<file path="src/rtl/sprite_line_fetcher.sv">
// sprite_line_fetcher
//
// Fetches one 16-pixel sprite line (8 bits per pixel) from the sprite VRAM
// and serializes it to the scanline compositor. Each accepted pixel beat
// carries its screen x coordinate.
//
// Optional feature macro: SPRITE_FLIP_EN. When it is defined, the req_flip
// port exists and a flipped line is emitted from pixel 15 down to pixel 0.
//
// Handshake rule (both req_* and pix_*): a transfer happens on a rising clk
// edge where valid && ready are both high. A producer that raises valid
// keeps valid and its payload stable until that transfer happens.
//
// Ports:
//   clk, reset        single clock, synchronous active-high reset
//   req_valid/ready   line fetch request handshake
//   req_sprite_id     sprite index (8 bits)
//   req_row           row within the sprite (4 bits)
//   req_x             screen x of the sprite's leftmost pixel
//   req_flip          horizontal flip (only with SPRITE_FLIP_EN)
//   vram_read_addr    {sprite_id, row} line address, registered at accept
//   vram_read_data    VRAM line; only [127:0] is used
//   pix_valid/ready   pixel beat handshake
//   pix_data          pixel colour index
//   pix_opaque        pix_data != 0 (index 0 is transparent)
//   pix_x             screen x of this pixel, wraps modulo 2^X_WIDTH
//   pix_last          16th pixel of the line
//   busy              FSM is not IDLE
//   state_dbg         current FSM state (0 IDLE, 1 ADDR, 2 CAPTURE, 3 SHIFT)
module sprite_line_fetcher #(
  parameter int X_WIDTH = 9
) (
  input  logic               clk,
  input  logic               reset,
  input  logic               req_valid,
  output logic               req_ready,
  input  logic [7:0]         req_sprite_id,
  input  logic [3:0]         req_row,
  input  logic [X_WIDTH-1:0] req_x,
`ifdef SPRITE_FLIP_EN
  input  logic               req_flip,
`endif
  output logic [11:0]        vram_read_addr,
  input  logic [255:0]       vram_read_data,
  output logic               pix_valid,
  input  logic               pix_ready,
  output logic [7:0]         pix_data,
  output logic               pix_opaque,
  output logic [X_WIDTH-1:0] pix_x,
  output logic               pix_last,
  output logic               busy,
  output logic [1:0]         state_dbg
);

  typedef enum logic [1:0] {
    IDLE    = 2'd0,
    ADDR    = 2'd1,
    CAPTURE = 2'd2,
    SHIFT   = 2'd3
  } state_t;

  state_t               state;
  state_t               state_n;
  logic [127:0]         line_q;
  logic [3:0]           cnt;
  logic [X_WIDTH-1:0]   x_q;
  logic [3:0]           pix_idx;
  logic [7:0]           cur_pix;
  logic                 accept;
  logic                 beat;

  // The upper half of the VRAM word carries nothing for this block.
  logic unused_upper;
  assign unused_upper = ^vram_read_data[255:128];

  assign accept = (state == IDLE) && req_valid;
  assign beat   = (state == SHIFT) && pix_ready;

  // State register
  always_ff @(posedge clk) begin
    if (reset) begin
      state <= IDLE;
    end else begin
      state <= state_n;
    end
  end

  // Datapath registers
  always_ff @(posedge clk) begin
    if (reset) begin
      vram_read_addr <= '0;
      x_q            <= '0;
      line_q         <= '0;
      cnt            <= '0;
    end else begin
      if (accept) begin
        vram_read_addr <= {req_sprite_id, req_row};
        x_q            <= req_x;
      end
      if (state == CAPTURE) begin
        line_q <= vram_read_data[127:0];
        cnt    <= '0;
      end else if (beat) begin
        // Wraps 15 -> 0 on the last beat; CAPTURE clears it again anyway.
        cnt <= cnt + 4'd1;
      end
    end
  end

`ifdef SPRITE_FLIP_EN
  logic flip_q;

  always_ff @(posedge clk) begin
    if (reset) begin
      flip_q <= 1'b0;
    end else if (accept) begin
      flip_q <= req_flip;
    end
  end

  // 15-cnt is the bitwise inverse of a 4-bit counter.
  assign pix_idx = flip_q ? ~cnt : cnt;
`else
  assign pix_idx = cnt;
`endif

  assign cur_pix = line_q[{pix_idx, 3'b000} +: 8];

  // Next-state logic
  always_comb begin
    state_n = state;
    case (state)
      IDLE:    if (req_valid) state_n = ADDR;
      ADDR:    state_n = CAPTURE;
      CAPTURE: state_n = SHIFT;
      SHIFT:   if (pix_ready && (cnt == 4'd15)) state_n = IDLE;
      default: state_n = IDLE;
    endcase
  end

  // Outputs. Pixel outputs are forced to zero outside SHIFT so they
  // match their reset values whenever no beat is offered.
  always_comb begin
    req_ready  = 1'b0;
    busy       = 1'b0;
    pix_valid  = 1'b0;
    pix_data   = '0;
    pix_opaque = 1'b0;
    pix_x      = '0;
    pix_last   = 1'b0;
    state_dbg  = state;
    case (state)
      IDLE: begin
        // Requests offered while reset is held are not accepted.
        req_ready = !reset;
      end
      ADDR, CAPTURE: begin
        busy = 1'b1;
      end
      SHIFT: begin
        busy       = 1'b1;
        pix_valid  = 1'b1;
        pix_data   = cur_pix;
        pix_opaque = (cur_pix != 8'h00);
        pix_x      = x_q + X_WIDTH'(cnt);
        pix_last   = (cnt == 4'd15);
      end
      default: begin
        busy = 1'b1;
      end
    endcase
  end

endmodule

</file>
<file path="config.mk">
export PLATFORM = sky130hd
export DESIGN_NAME = sprite_line_fetcher
export DESIGN_NICKNAME = d
export VERILOG_FILES = /design/src/rtl/sprite_line_fetcher.sv
export SDC_FILE = /design/constraint.sdc
export NUM_CORES = 1
export LEC_CHECK = 0
export ABC_AREA = 1
export CAP_MARGIN = 5
export CORE_UTILIZATION = 42
export CTS_CLUSTER_DIAMETER = 50
export DETAILED_ROUTE_END_ITERATION = 8
export PLACE_DENSITY = 0.86
export SLEW_MARGIN = 40
export SYNTH_ARGS = -nofsm -noshare
export SYNTH_HDL_FRONTEND = slang
export SYNTH_SLANG_ARGS = --single-unit
</file>
<file path="constraint.sdc">
create_clock -name clk -period 2.54 [get_ports clk]
set_clock_uncertainty 0.15 [all_clocks]
set_input_delay 0.508 -clock clk [delete_from_list [all_inputs] [get_ports clk]]
set_output_delay 0.508 -clock clk [all_outputs]
set_load 0.01 [all_outputs]
</file>
==> metrics.md <==
| Metric | Value |
|---|---|
| Fill cells | 1405 |
| Drt first-iter violations | 584 |
| Worst path required time | 1.88 ns |
| CP Depth | 13 |
| Kind of end point of the critical path | output pin |
| Worst Hold Depth | 2 |
| TritonCTS Buffers | 17 |
| Die area | 0.0176 sq mm |
| Critical path buffer and inverter count | 3 |
| Count of final max-slew check failures | 0 |
| Count of input and output buffers | between 150 and 200 |
| Number of hold violations in the final report | 0 |
| Number of different library cells in the post-synthesis netlist | 23 |
| Length in cells of the worst reg-to-reg path | 6 |
| All-Layer GR Usage | 24.6% |
| Final setup violation count | 15 |
| Pre-CTS setup slack | -0.352 ns |
| Half-perimeter wire length of the detailed placement result | 15100 um |
| Gate count of the mapped netlist | between 1k and 1.5k |
| Residual DRC | 0 |
| Maximum fanout encountered on the critical timing path | 8 |
| Largest delay share family, worst path | simple AND/OR/NAND/NOR gates |
| Worst supply voltage drop on vdd | 0.000618 V |
| Antenna-violating nets left | 0 |
| Clk root buf | sky130_fd_sc_hd__clkbuf_16 |
| Worst-path cell chain | buf_12 > buf_12 > nor2_4 > nor2_1 > o21ai_1 > nand3_1 > nand3_2 > nand2_1 > nor2_1 > nand2_1 > nor2_1 > nor2_1 > buf_2 |
| Worst Slack Setup Final | -0.289 ns |
| Leading cell type in the layout, fill and taps excluded | sky130_fd_sc_hd__nor2_1 |
| Setup repair after global routing missed its margin | yes |
| Initial core utilization | a little over two fifths |
| Biggest cell delay along the critical path | 0.41 ns |
| Non-Filler Cell Area, Final | 0.0106 sq mm |
| Syn_nets | 1361 |
| CTS Buffer Depth | 2 |
| Number of vias in the routed layout | 7752 |
| Cell area after technology mapping | 0.00717 sq mm |
| Wire length of the first global-routing pass | 34300 um |
| Synthesized area divided by synthesized cell count | 6.70 sq um |
| Via count of the first global-routing pass | 7132 |
| Most used cells in the layout excluding fill and tap cells | sky130_fd_sc_hd__nor2_1 (186), sky130_fd_sc_hd__clkdlybuf4s50_1 (170), sky130_fd_sc_hd__nand2_1 (166), sky130_fd_sc_hd__o21ai_0 (152), sky130_fd_sc_hd__dfxtp_1 (148) |
| Violated checks | negative setup slack |
| Total gr overflow | 0 |
| Power per unit of standard cell area | 908 mW/mm^2 |
| Layout Area Growth over Synthesis | 47.4% |
| Count of clock tree sinks | 155 |
| Type of the worst setup path | flop to output pin |
| Warnings from Yosys | 0 |
| WP data arrival | 2.17 ns |
| Overall routed net length | 23100 um |
| Register clock-pin slew on the reported worst setup and hold paths | 0.06 ns |
| Leakage dissipation | 4.42 nW |
| Worst hold slack | 0.303 ns |
| Ports placed on the boundary | 317 |
| Maximum number of pins on one net before global-route repair | 75 |
| Slew @ Worst Pin | 0.519 ns |
| H-tree Lvls | 4 |
| Final layout net count | approximately 1.6k |
| Initial antenna violation count | 0 |
| Period utilisation layout | 111% |
| Router iterations before antenna repair | 5 |
| Placement Rows | 47 |
| TritonCTS clock tree | built |
| Shortest clock period the worst path allows after layout | approximately 2.8 ns |
| Fraction of final layout cells with drive strength greater than 1 | 14.2% |
| Hold Crit Class | flop to flop |
| Width of the die | 133 um |
| Power after layout | around 9.6 mW |
| Total of max-cap violations | 0 |
| Most common cell on crit path | sky130_fd_sc_hd__nor2_1 |
| RePlAce Congestion | 0.841 |
| Run status | complete, but fails checks |
| Std-Cell Core Area | 0.0166 sq mm |
| Cell Area, Placed | 0.00940 sq mm |
| Element type at the critical path start | flop |
| Headroom to the max-slew limit | 65.2% |
| Standard cell with the maximum stage delay on the critical path | sky130_fd_sc_hd__dfxtp_4 |
| Via-per-instance ratio | 5.18 |
| Timing-limited maximum frequency | 0.354 GHz |
| Clock insertion delay at the later pin of the skew report | 0.43 ns |
| Die extent in y | 133 um |
| Seq/Total Area, Yosys | between 40% and 50% |
| Count of state elements after synthesis | 155 |
| Wire per inst | around 15 um |
| Antenna fix cells | 0 |
synth_stat cells, drive strengths merged:
cell / number / area share (%)
a211oi: 2 / 0.21
a21oi: 106 / 7.4
a31oi: 2 / 0.17
and3: 1 / 0.087
buf: 28 / 2.7
clkbuf: 43 / 2.3
clkinv: 6 / 0.31
dfxtp: 155 / 43
fa: 1 / 0.28
ha: 9 / 1.6
inv: 110 / 5.8
nand2: 177 / 9.3
nand3: 60 / 4.2
nor2: 197 / 10
nor3: 9 / 0.63
nor3b: 2 / 0.21
o21ai: 162 / 11
power by group:
group	switching, mW	internal (mW)	leakage (nW)	total [mW]
Sequential	0.346	3.22	1.28	3.56
Clock	1.01	1.53	0.279	2.54
Combinational	2.05	1.45	2.86	3.49
Total	3.40	6.20	4.42	9.60
cell families after synthesis:
logic type,count (synthesis),share of synthesized area (%)
simple gates,446,24.7
compound gates,272,19.1
fa+ha+maj,10,1.85
buf+inv,187,11.1
flops,155,43.3
final timing paths:
path              slack, ns          from                end
hold reg to reg        0.30   line_q[109]        line_q[109]
hold / removal         0.30   line_q[109]        line_q[109]
setup / recovery      -0.29        cnt[0]         pix_opaque
setup reg to reg       0.70  state_dbg[1]  vram_read_addr[8]
metal layers:
layer	GRT usage, %	part of all wire, %
met5	0	0
met4	9.39	2.5
met1	31.2	42
met3	6.09	8.1
met2	40.4	47
metrics by stage:
| step | util, % | instances | setup TNS, ns |
|---|---|---|---|
| floorplan | - | 1070 | 0 |
| global placement | 56.5 | 1446 | -1.53 |
| detailed placement | 56.5 | 1446 | -1.68 |
| CTS | 60.7 | 1479 | -1.10 |
| global route | 63.5 | 1496 | -3.49 |
| finish | 63.5 | 1496 | -2.09 |
area by class of cell:
type | count | area, sq um | area share (%)
Tap cell | 220 | 275 | 2.60
Inverter | 116 | 448 | 4.24
Multi-Input combinational cell | 728 | 3610 | 34.2
Timing Repair Buffer | 246 | 2530 | 24.0
Clock inverter | 12 | 150 | 1.42
Sequential cell | 155 | 3120 | 29.5
Clock buffer | 19 | 433 | 4.10
state kept, by name (all words and copies together) (netlist names):
name            flops
line_q            128
vram_read_addr     12
x_q                 9
cnt                 4
state_dbg           2
timing repair:
item	CTS	global route
setup endpoints to repair	18	20
hold buffers	0	0
gates cloned	0	6
pin swaps	10	39
gates resized for setup	104	82
setup buffers	2	11
tightest hold or removal path, stage by stage, from the launching register on:
cell	delay [ns]
sky130_fd_sc_hd__dfxtp_1	0.30
sky130_fd_sc_hd__inv_1	0.06
sky130_fd_sc_hd__a21oi_1	0.06
(Power assumes the default switching activity.)
==> edit, RTL diff (config.mk and constraints unchanged) <==
Change the parameter `X_WIDTH` from 9 to 7.
--- a/src/rtl/sprite_line_fetcher.sv
+++ b/src/rtl/sprite_line_fetcher.sv
@@ -30,3 +30,3 @@
 module sprite_line_fetcher #(
-  parameter int X_WIDTH = 9
+  parameter int X_WIDTH = 7
 ) (
Ports: changed (resized pix_x and req_x); port bits go from 317 to 313. No check against the original RTL was run, so the function may have changed too.
==> edit against the unedited design <==
The flow still finishes with violations (setup timing). Core utilization rose by 1.1 points. Cell area down 1.6%. Sequential share of layout area barely moved. Sequential cell count fell by 2. Die area down 2.0%. Hold slack better by 0.00056 ns. Worst setup slack lost 0.015 ns. Routed wire length rose by 1.6%. Power shrank 1.4%. Area after synthesis shrank 2.0%. Synthesized cell count down 1.3%.
==> edit: results (changes against the unedited design) <==
Layout
  • Post-Layout Cell Count: 1,463 (-2.2%)
  • Clock-cell share: 5.65% (+0.14 points)
  • Final core occ: 64.6% (+1.1 points)
  • Multi-input gate count: 717 (-1.5%)
  • Filler cell count in the final layout: 1,309 (-6.8%)
  • Seq area share: 29.5% (+0.035 points)
  • Non-CTS buffers: 230 (-6.5%)
  • P&R area growth vs syn: 48.1%
  • Non-clock inverter count: 115 (-0.86%)
  • Share of cells above drive strength 1: 14.1% (-0.071 points)
  • NonClk Buf Share: 24.1% (+0.14 points)
  • Fraction of area in multi-input gates: 33.8% (-0.41 points)
  • Largest regs: line_q x128, vram_read_addr x12, x_q x7

Clocking
  • Root Buffer: clkbuf_16
  • Clock sink count: 153 (-1.3%)

Outcome
  • Failing checks: setup timing
  • Status: finished with violations

GRT
  • Initial antenna violation count: 1 (+1)
  • First-pass GRT wire length: 35,700 µm (+4.1%)
  • All-Layer GR Usage: 26.4% (+1.7 points)
  • Number of global-route vias before repair: 7,034 (-1.4%)
  • Largest net degree at the start of global routing: 87 (+16%)

STA
  • Final setup viols: 12 (-3)
  • Final worst slack: -0.304 ns (-0.0151 ns)
  • Least-Margin Pin Slew: 0.527 ns (+0.00750 ns)
  • Setup TNS: -1.69 ns (+0.400 ns)

Placed design
  • Post-place instance area: 0.00916 mm² (-2.6%)
  • Dpl ws: -0.271 ns (+0.0813 ns)
  • Buffers on Ports: 184 (-2.1%)
  • Dpl cells: 1,413 (-2.3%)
  • Placed wire-length estimate: 13,800 µm (-8.6%)
  • Routability cong.: 0.828 (-1.5%)

Routing
  • Initial drt markers: 676 (+16%)
  • DR WL/cell: 16.0 µm (+3.9%)
  • Via/cell ratio: 5.25 (+1.3%)
  • Pre-antenna DRT Iters: 6 (+1)

Logic synthesis
  • Ranking of synthesized cells by area: dfxtp_1, o21ai_0, nor2_1
  • Cell area after synthesis: 0.00703 mm² (-2.0%)
  • Synth top area share: 43.6% (+0.31 points)
  • Mapped Cells: 1,056 (-1.3%)
  • Asr flop ratio synth: 0% (unchanged)
  • Library cells used by synthesis: 21 (-8.7%)
  • Post-synth top cells: nor2_1, nand2_1, o21ai_0
  • Synth Net Count: 1,345 (-1.2%)
  • Register area share after synthesis: 43.6% (+0.31 points)

Pwr
  • Pleak: 4.31 nW (-2.5%)
  • P_int: 6.05 mW (-2.4%)
  • Max IR drop VDD: 0.000521 V (-16%)

Worst setup path
  • CP max stage cell: fa_2
  • CP arrival: 2.19 ns (+0.02 ns)
  • Kind of cell adding the most delay to the critical path: adder cells
  • Crit Path Max Fanout: 3 (-5)
[edit: changes by cell type in the layout (fill, tap and decap cells not counted), moves of 9 or more]
cell and change:
nor2_1 +9, nand2_1 -17, nand2_2 +15, nand3_2 +9, nand3_1 -11, buf_4 -10
buf_16 +9
[edit: power by group through the flow]
| stage | Clock, mW | Sequential (mW) | Combinational, mW |
|---|---|---|---|
| floorplan | 0 | 3.45 | 2.01 |
| global placement | 0 | 3.45 | 2.94 |
| detailed placement | 0 | 3.49 | 3.03 |
| CTS | 2.55 | 3.45 | 3.28 |
| global route | 2.66 | 3.55 | 3.81 |
| finish | 2.53 | 3.48 | 3.45 |
[edit: logic make-up after synthesis]
kind of cell | share of synthesized area [%]
and+or+nand+nor | 24.7
AOI/OAI and AO/OA | 19.2
buffers and inverters | 10.6
DFF | 43.6
adders and majority gates | 1.89
[edit: what timing repair did]
action / 4_1_cts / 5_1_grt
cloned: 8 / 4
buffers inserted: 4 / 3
endpoints found under the setup margin: 17 / 16
pin swaps: 30 / 19
gates resized for setup: 134 / 40
[edit: tightest hold or removal path: cells and delay by family (launching register included)]
kind / cells / cell delay [ns]
flops: 1 / 0.30
buf+inv: 1 / 0.06
compound gates: 1 / 0.06
[edit: path summary, 6_finish.rpt]
kind / end / from / slack (ns) / cells after the start
max: pix_x[6] / cnt[0] / -0.30 / 10
min: line_q[99] / line_q[99] / 0.30 / 2
max reg2reg: line_q[26] / state_dbg[0] / 0.58 / 6
min reg2reg: line_q[99] / line_q[99] / 0.30 / 2
[edit: layer usage]
layer | part of all wire [%] | global-route usage, % | vias to the layer above
li1 | - | - | 3719
met1 | 40 | 32.3 | 3490
met2 | 47 | 43.9 | 399
met3 | 9.3 | 5.79 | 66
met4 | 3.5 | 12.5 | 2
met5 | 0.056 | 0 | -
